--- src/rtl/set_bit_ser_pkg.sv ---
// Shared types and helpers for the set-bit serializer.
// Contents:
//   state_t        - FSM states (IDLE: waiting for a word, ITER: emitting beats)
//   MAX_W          - widest vector the helper functions accept
//   idx_of_onehot  - bit position of a one-hot vector (0 for an all-zero vector)
//   popcount       - number of set bits
// Callers zero-extend their WIDTH-bit vectors to MAX_W and cast the result back.
package set_bit_ser_pkg;

  typedef enum logic {
    IDLE = 1'b0,
    ITER = 1'b1
  } state_t;

  localparam int MAX_W = 32;

  function automatic int idx_of_onehot(input logic [MAX_W-1:0] v);
    int idx;
    idx = 0;
    for (int i = 0; i < MAX_W; i++) begin
      if (v[i]) idx = i;
    end
    return idx;
  endfunction

  function automatic int popcount(input logic [MAX_W-1:0] v);
    int n;
    n = 0;
    for (int i = 0; i < MAX_W; i++) begin
      n = n + int'(v[i]);
    end
    return n;
  endfunction

endpackage

--- src/rtl/onehot_isolate.sv ---
// Combinational isolation of the lowest set bit of a mask.
// Ports:
//   i_mask  in   WIDTH  input mask
//   o_bit   out  WIDTH  one-hot lowest set bit of i_mask (all zero if i_mask is zero)
module onehot_isolate #(
  parameter int WIDTH = 5
) (
  input  logic [WIDTH-1:0] i_mask,
  output logic [WIDTH-1:0] o_bit
);

  // Two's complement trick: only the lowest set bit survives mask & -mask.
  assign o_bit = i_mask & (~i_mask + 1'b1);

endmodule

--- src/rtl/set_bit_serializer.sv ---
// Set-bit serializer: accepts a WIDTH-bit word and emits each set bit as its
// own one-hot beat together with its index, the word popcount and first/last
// flags. One word in flight at a time; valid/ready on both sides.
//
// Handshake: a transfer happens on a rising clock edge where valid and ready
// are both high. The source holds its payload stable while valid is high and
// ready is low. data_rdy_o depends on registered state only.
//
// Ports:
//   clk_i       in   1      clock
//   arst_n_i    in   1      asynchronous active-low reset
//   data_i      in   WIDTH  word to serialize
//   data_val_i  in   1      data_i valid
//   data_rdy_o  out  1      block can accept a word (high in IDLE)
//   bit_o       out  WIDTH  one-hot current set bit
//   idx_o       out  IDX_W  position of bit_o
//   cnt_o       out  CNT_W  popcount of the accepted word
//   first_o     out  1      first beat of the word
//   last_o      out  1      last beat of the word
//   val_o       out  1      output beat valid
//   rdy_i       in   1      downstream accepts the beat
//
// Configuration macro: SET_BIT_SER_MSB_FIRST_EN
//   defined   - beats are emitted highest set bit first
//   undefined - beats are emitted lowest set bit first
module set_bit_serializer
  import set_bit_ser_pkg::*;
#(
  parameter int  WIDTH = 5,
  localparam int IDX_W = $clog2(WIDTH),
  localparam int CNT_W = $clog2(WIDTH + 1)
) (
  input  logic             clk_i,
  input  logic             arst_n_i,
  input  logic [WIDTH-1:0] data_i,
  input  logic             data_val_i,
  output logic             data_rdy_o,
  output logic [WIDTH-1:0] bit_o,
  output logic [IDX_W-1:0] idx_o,
  output logic [CNT_W-1:0] cnt_o,
  output logic             first_o,
  output logic             last_o,
  output logic             val_o,
  input  logic             rdy_i
);

  state_t           r_state;
  state_t           w_state_nxt;
  logic [WIDTH-1:0] r_rem;
  logic [WIDTH-1:0] w_rem_nxt;
  logic [CNT_W-1:0] r_cnt;
  logic [CNT_W-1:0] w_cnt_nxt;
  logic             r_first;
  logic             w_first_nxt;

  logic [WIDTH-1:0] w_iso_in;
  logic [WIDTH-1:0] w_iso_out;
  logic [WIDTH-1:0] w_bit;
  logic             w_last;
  logic             w_busy;

`ifdef SET_BIT_SER_MSB_FIRST_EN
  // Isolating the lowest bit of the reversed mask yields the highest set bit;
  // reversing back keeps bit_o/idx_o in true bit positions.
  always_comb begin
    w_iso_in = '0;
    w_bit    = '0;
    for (int i = 0; i < WIDTH; i++) begin
      w_iso_in[i] = r_rem[WIDTH-1-i];
      w_bit[i]    = w_iso_out[WIDTH-1-i];
    end
  end
`else
  assign w_iso_in = r_rem;
  assign w_bit    = w_iso_out;
`endif

  onehot_isolate #(
    .WIDTH(WIDTH)
  ) u_isolate (
    .i_mask(w_iso_in),
    .o_bit (w_iso_out)
  );

  assign w_busy = (r_state == ITER);
  assign w_last = ((r_rem & ~w_bit) == '0);

  // State register plus the datapath registers it controls.
  always_ff @(posedge clk_i or negedge arst_n_i) begin
    if (!arst_n_i) begin
      r_state <= IDLE;
      r_rem   <= '0;
      r_cnt   <= '0;
      r_first <= 1'b0;
    end else begin
      r_state <= w_state_nxt;
      r_rem   <= w_rem_nxt;
      r_cnt   <= w_cnt_nxt;
      r_first <= w_first_nxt;
    end
  end

  always_comb begin
    w_state_nxt = r_state;
    w_rem_nxt   = r_rem;
    w_cnt_nxt   = r_cnt;
    w_first_nxt = r_first;
    case (r_state)
      IDLE: begin
        // A zero word is consumed here without leaving IDLE.
        if (data_val_i && (data_i != '0)) begin
          w_state_nxt = ITER;
          w_rem_nxt   = data_i;
          w_cnt_nxt   = CNT_W'(popcount(MAX_W'(data_i)));
          w_first_nxt = 1'b1;
        end
      end
      ITER: begin
        if (rdy_i) begin
          w_rem_nxt   = r_rem & ~w_bit;
          w_first_nxt = 1'b0;
          if (w_last) w_state_nxt = IDLE;
        end
      end
      default: w_state_nxt = IDLE;
    endcase
  end

  assign data_rdy_o = (r_state == IDLE);
  assign val_o      = w_busy;
  assign bit_o      = w_bit;
  assign idx_o      = IDX_W'(idx_of_onehot(MAX_W'(w_bit)));
  assign cnt_o      = r_cnt;
  assign first_o    = w_busy & r_first;
  assign last_o     = w_busy & w_last;

endmodule
--- config.mk ---
export PLATFORM = sky130hd
export DESIGN_NAME = set_bit_serializer
export DESIGN_NICKNAME = d
export VERILOG_FILES = /design/src/rtl/set_bit_ser_pkg.sv /design/src/rtl/onehot_isolate.sv /design/src/rtl/set_bit_serializer.sv
export SDC_FILE = /design/constraint.sdc
export NUM_CORES = 1
export LEC_CHECK = 0
export CORE_UTILIZATION = 40
export CTS_BUF_LIST = sky130_fd_sc_hd__clkbuf_2
export DETAILED_ROUTE_END_ITERATION = 8
export MAX_ROUTING_LAYER = met4
export PLACE_DENSITY = 0.72
export REMOVE_ABC_BUFFERS = 1
export SLEW_MARGIN = 25
export SYNTH_ARGS = -nofsm -noshare
export SYNTH_HDL_FRONTEND = slang
export SYNTH_HIERARCHICAL = 1
export SYNTH_SLANG_ARGS = --single-unit
export TNS_END_PERCENT = 50
--- constraint.sdc ---
create_clock -name clk_i -period 2.7 [get_ports clk_i]
set_input_delay 0.405 -clock clk_i [delete_from_list [all_inputs] [get_ports clk_i]]
set_output_delay 0.405 -clock clk_i [all_outputs]
set_load 0.05 [all_outputs]
==> flow_summary_export.csv <==
group,metric,value,unit
run_status,status,"completed",
clock_tree,root_buffer,"clkbuf_2",
routing,drc_errors,0,
floorplanning,dieHeight,43.3,um
timing,post-route-min-period,2.55,ns
placement,dpl.hpwl,1260,um
routing,ant_nets,0,
cells_and_area,nets,106,
yosys,synth_area,683,um^2
yosys,synth.most_common_cell,"dfrtp_1",
critical_path,worst_ep_required_time,2.30,ns
routing,wl_per_cell,14.8,um
yosys,ys_ff_latch,10,
critical_path,worst-path-max-fanout,6,
placement,port-buffer-count,23,
clock_tree,h-tree-depth,1,
routing,first_iter_violations,5,
yosys,synth_area_per_cell,9.90,um^2
routing,wl,1580,um
critical_path,r2r-start,"r_rem[1]",
power_and_ir_drop,vdd_drop_max,0.716,mV
clock_tree,cts_buffers,3,
yosys,yosys.area.top_type,"dfrtp_1",
cells_and_area,fillers,129,
clock_tree,insertion_delay,0.25,ns
timing,tns,0,ns
timing,rsz0062_at_grt,"no",
yosys,async_flop_share,1.00,
critical_path,reg2reg_slack,0.90,ns
global_routing,grt_max_degree,15,
timing,setup_viol,0,
worst_hold_path,min_path_type,"in -> async",
clock_tree,cts.hold.buffers_added,0,
cells_and_area,stdcell_count,107,
timing,hold_violations,0,
timing,finalClockSkew,0.00328,ns
floorplanning,ioPinCount,24,
yosys,synthDistinctLibCells,30,
timing,fmax,392,MHz
critical_path,reg2reg_depth,4,
yosys,synth-edff-count,0,
floorplanning,coreArea,1560,um^2
yosys,synth_flop_cell,"dfrtp_1",
run,drv_cap,0,
critical_path,path_class,"reg -> out",
clock_tree,path_clk_slew,0.09,ns
floorplanning,start_util,0.438,
cells_and_area,stdcell_area,943,um^2
yosys,synthTopCellsByCount,"dfrtp_1 (10), nand3_1 (8), inv_1 (7)",
critical_path,worstPathArrival,2.14,ns
clock_tree,cts_tree,"done",
placement,placed_area,913,um^2
timing,max_slew_margin,0.657,
yosys,yosysWarnings,6,
timing,worst_pin_slew,0.511,ns
power_and_ir_drop,fin_total_pwr,1.24,mW
global_routing,grt.total_usage,0.203,
cells_and_area,drive_gt1_frac,0.154,
timing,fin_crit_sh,0.944,
global_routing,gr-total-overflow,0,
cells_and_area,antenna_cells,0,
global_routing,grt_pass1_wl,2720,um
yosys,synth_cells,69,
routing,via_per_inst,5.58,
critical_path,critPathMaxStageDelay,0.90,ns
clock_tree,cts_sinks,10,
clock_tree,clk_path_buf_depth,2,
global_routing,grt_pass1_vias,600,
placement,place_ws,0.227,ns
critical_path,cp_slowest_cell,"clkdlybuf4s50_1",
timing,slew_violations,0,
critical_path,critPathCaptureType,"primary output",
routing,routed-via-count,597,
yosys,yosysSeqAreaShare,0.366,
critical_path,start_kind,"flip-flop",
critical_path,crit_chain,"nor4b_2 -> clkdlybuf4s50_1",
power_and_ir_drop,cellPowerDensity,1310,nW/um^2
timing,setup_slack,0.152,ns
placement,gp_congestion,0.793,
placement,post-place-cells,104,
floorplanning,dieWidth,43.3,um
floorplanning,rows,14,
routing,drt_pass1_iterations,5,
critical_path,r2r-end,"val_o",
power_and_ir_drop,power_leakage,0.443,nW
floorplanning,die-area,1880,um^2
yosys,yosysTopAreaCellShare,0.366,
cells_and_area,area_growth,38.1,%
yosys,yosys-top-cells-area,"dfrtp_1 (37%), mux2_4 (6.6%), fa_1 (5.9%), nand3_1 (5.9%), o311ai_0 (5.1%)",
global_routing,antenna_found_initial,0,
-- worst max path at each step --
stage | start | endpoint | slack (ns)
6_report | r_rem[1] | bit_o[3] | 0.15
3_5_place_dp | data_i[1] | cnt_o[1] | 0.23
5_1_grt | r_rem[0] | last_o | 0.03
3_3_place_gp | data_i[3] | cnt_o[1] | 0.29
2_1_floorplan | r_rem[0] | last_o | -1.87
4_1_cts | r_rem[0] | idx_o[1] | 0.04
-- power by group --
part / switching [mW] / internal, mW
combinational: 0.541 / 0.323
clock: 0.0493 / 0.0303
sequential: 0.0832 / 0.213
total: 0.674 / 0.566
-- through the flow --
| step | util | hold slack (ns) |
|---|---|---|
| 2_1_floorplan | - | 0.109 |
| 3_3_place_gp | 0.586 | 0.460 |
| 3_5_place_dp | 0.586 | 0.467 |
| 4_1_cts | 0.596 | 0.468 |
| 5_1_grt | 0.605 | 0.488 |
| 6_report | 0.605 | 0.463 |
-- layout by cell type (no fill, tap or decap), types with 2 or more instances in the layout --
master	instances
dlymetal6s2s_1	4
clkbuf_2	3
nand3_1	8
o311ai_0	4
ha_1	2
fa_1	2
inv_1	7
dfrtp_1	10
nand2b_1	2
mux2_4	3
nand4_1	2
clkdlybuf4s50_1	18
nor2_1	3
nand2_1	6
-- flip-flops by register name (all words and copies together), names as in the netlist --
name,count
r_first,1
val_o,1
r_rem,5
cnt_o,3
-- routing by layer --
layer  GRT usage  wire, um
met1       0.261       715
met2       0.315       792
met3      0.0766        74
met4      0.0188         0
met5           -         0
-- critical path: cells and delay by family (launching register included) --
| kind | cells | cell delay [ns] |
|---|---|---|
| simple gates | 1 | 0.52 |
| buf+inv | 1 | 0.90 |
| flops | 1 | 0.47 |
-- layout make-up --
type	count	area (um^2)	share of cell area
Clock buffer	3	15.0	0.0159
Inverter	8	30.0	0.0318
Multi-Input combinational cell	47	378	0.401
Sequential cell	10	250	0.265
Tap cell	16	20.0	0.0212
Timing Repair Buffer	23	250	0.265
-- kinds of logic (layout without fill, tap and decap cells) --
kind of cell / count (synthesis) / count (layout) / share of synthesized area
muxes: 3 / 3 / 0.0659
DFF: 10 / 10 / 0.366
adders and majority gates: 4 / 4 / 0.0952
buffers and inverters: 12 / 34 / 0.0879
and+or+nand+nor: 30 / 30 / 0.269
AOI/OAI and AO/OA: 10 / 10 / 0.115
-- repair_timing --
item	CTS	global route
endpoints found under the setup margin	0	5
gates resized for setup	0	5
buffers inserted	0	0
Power figures use the tool's default switching activity.
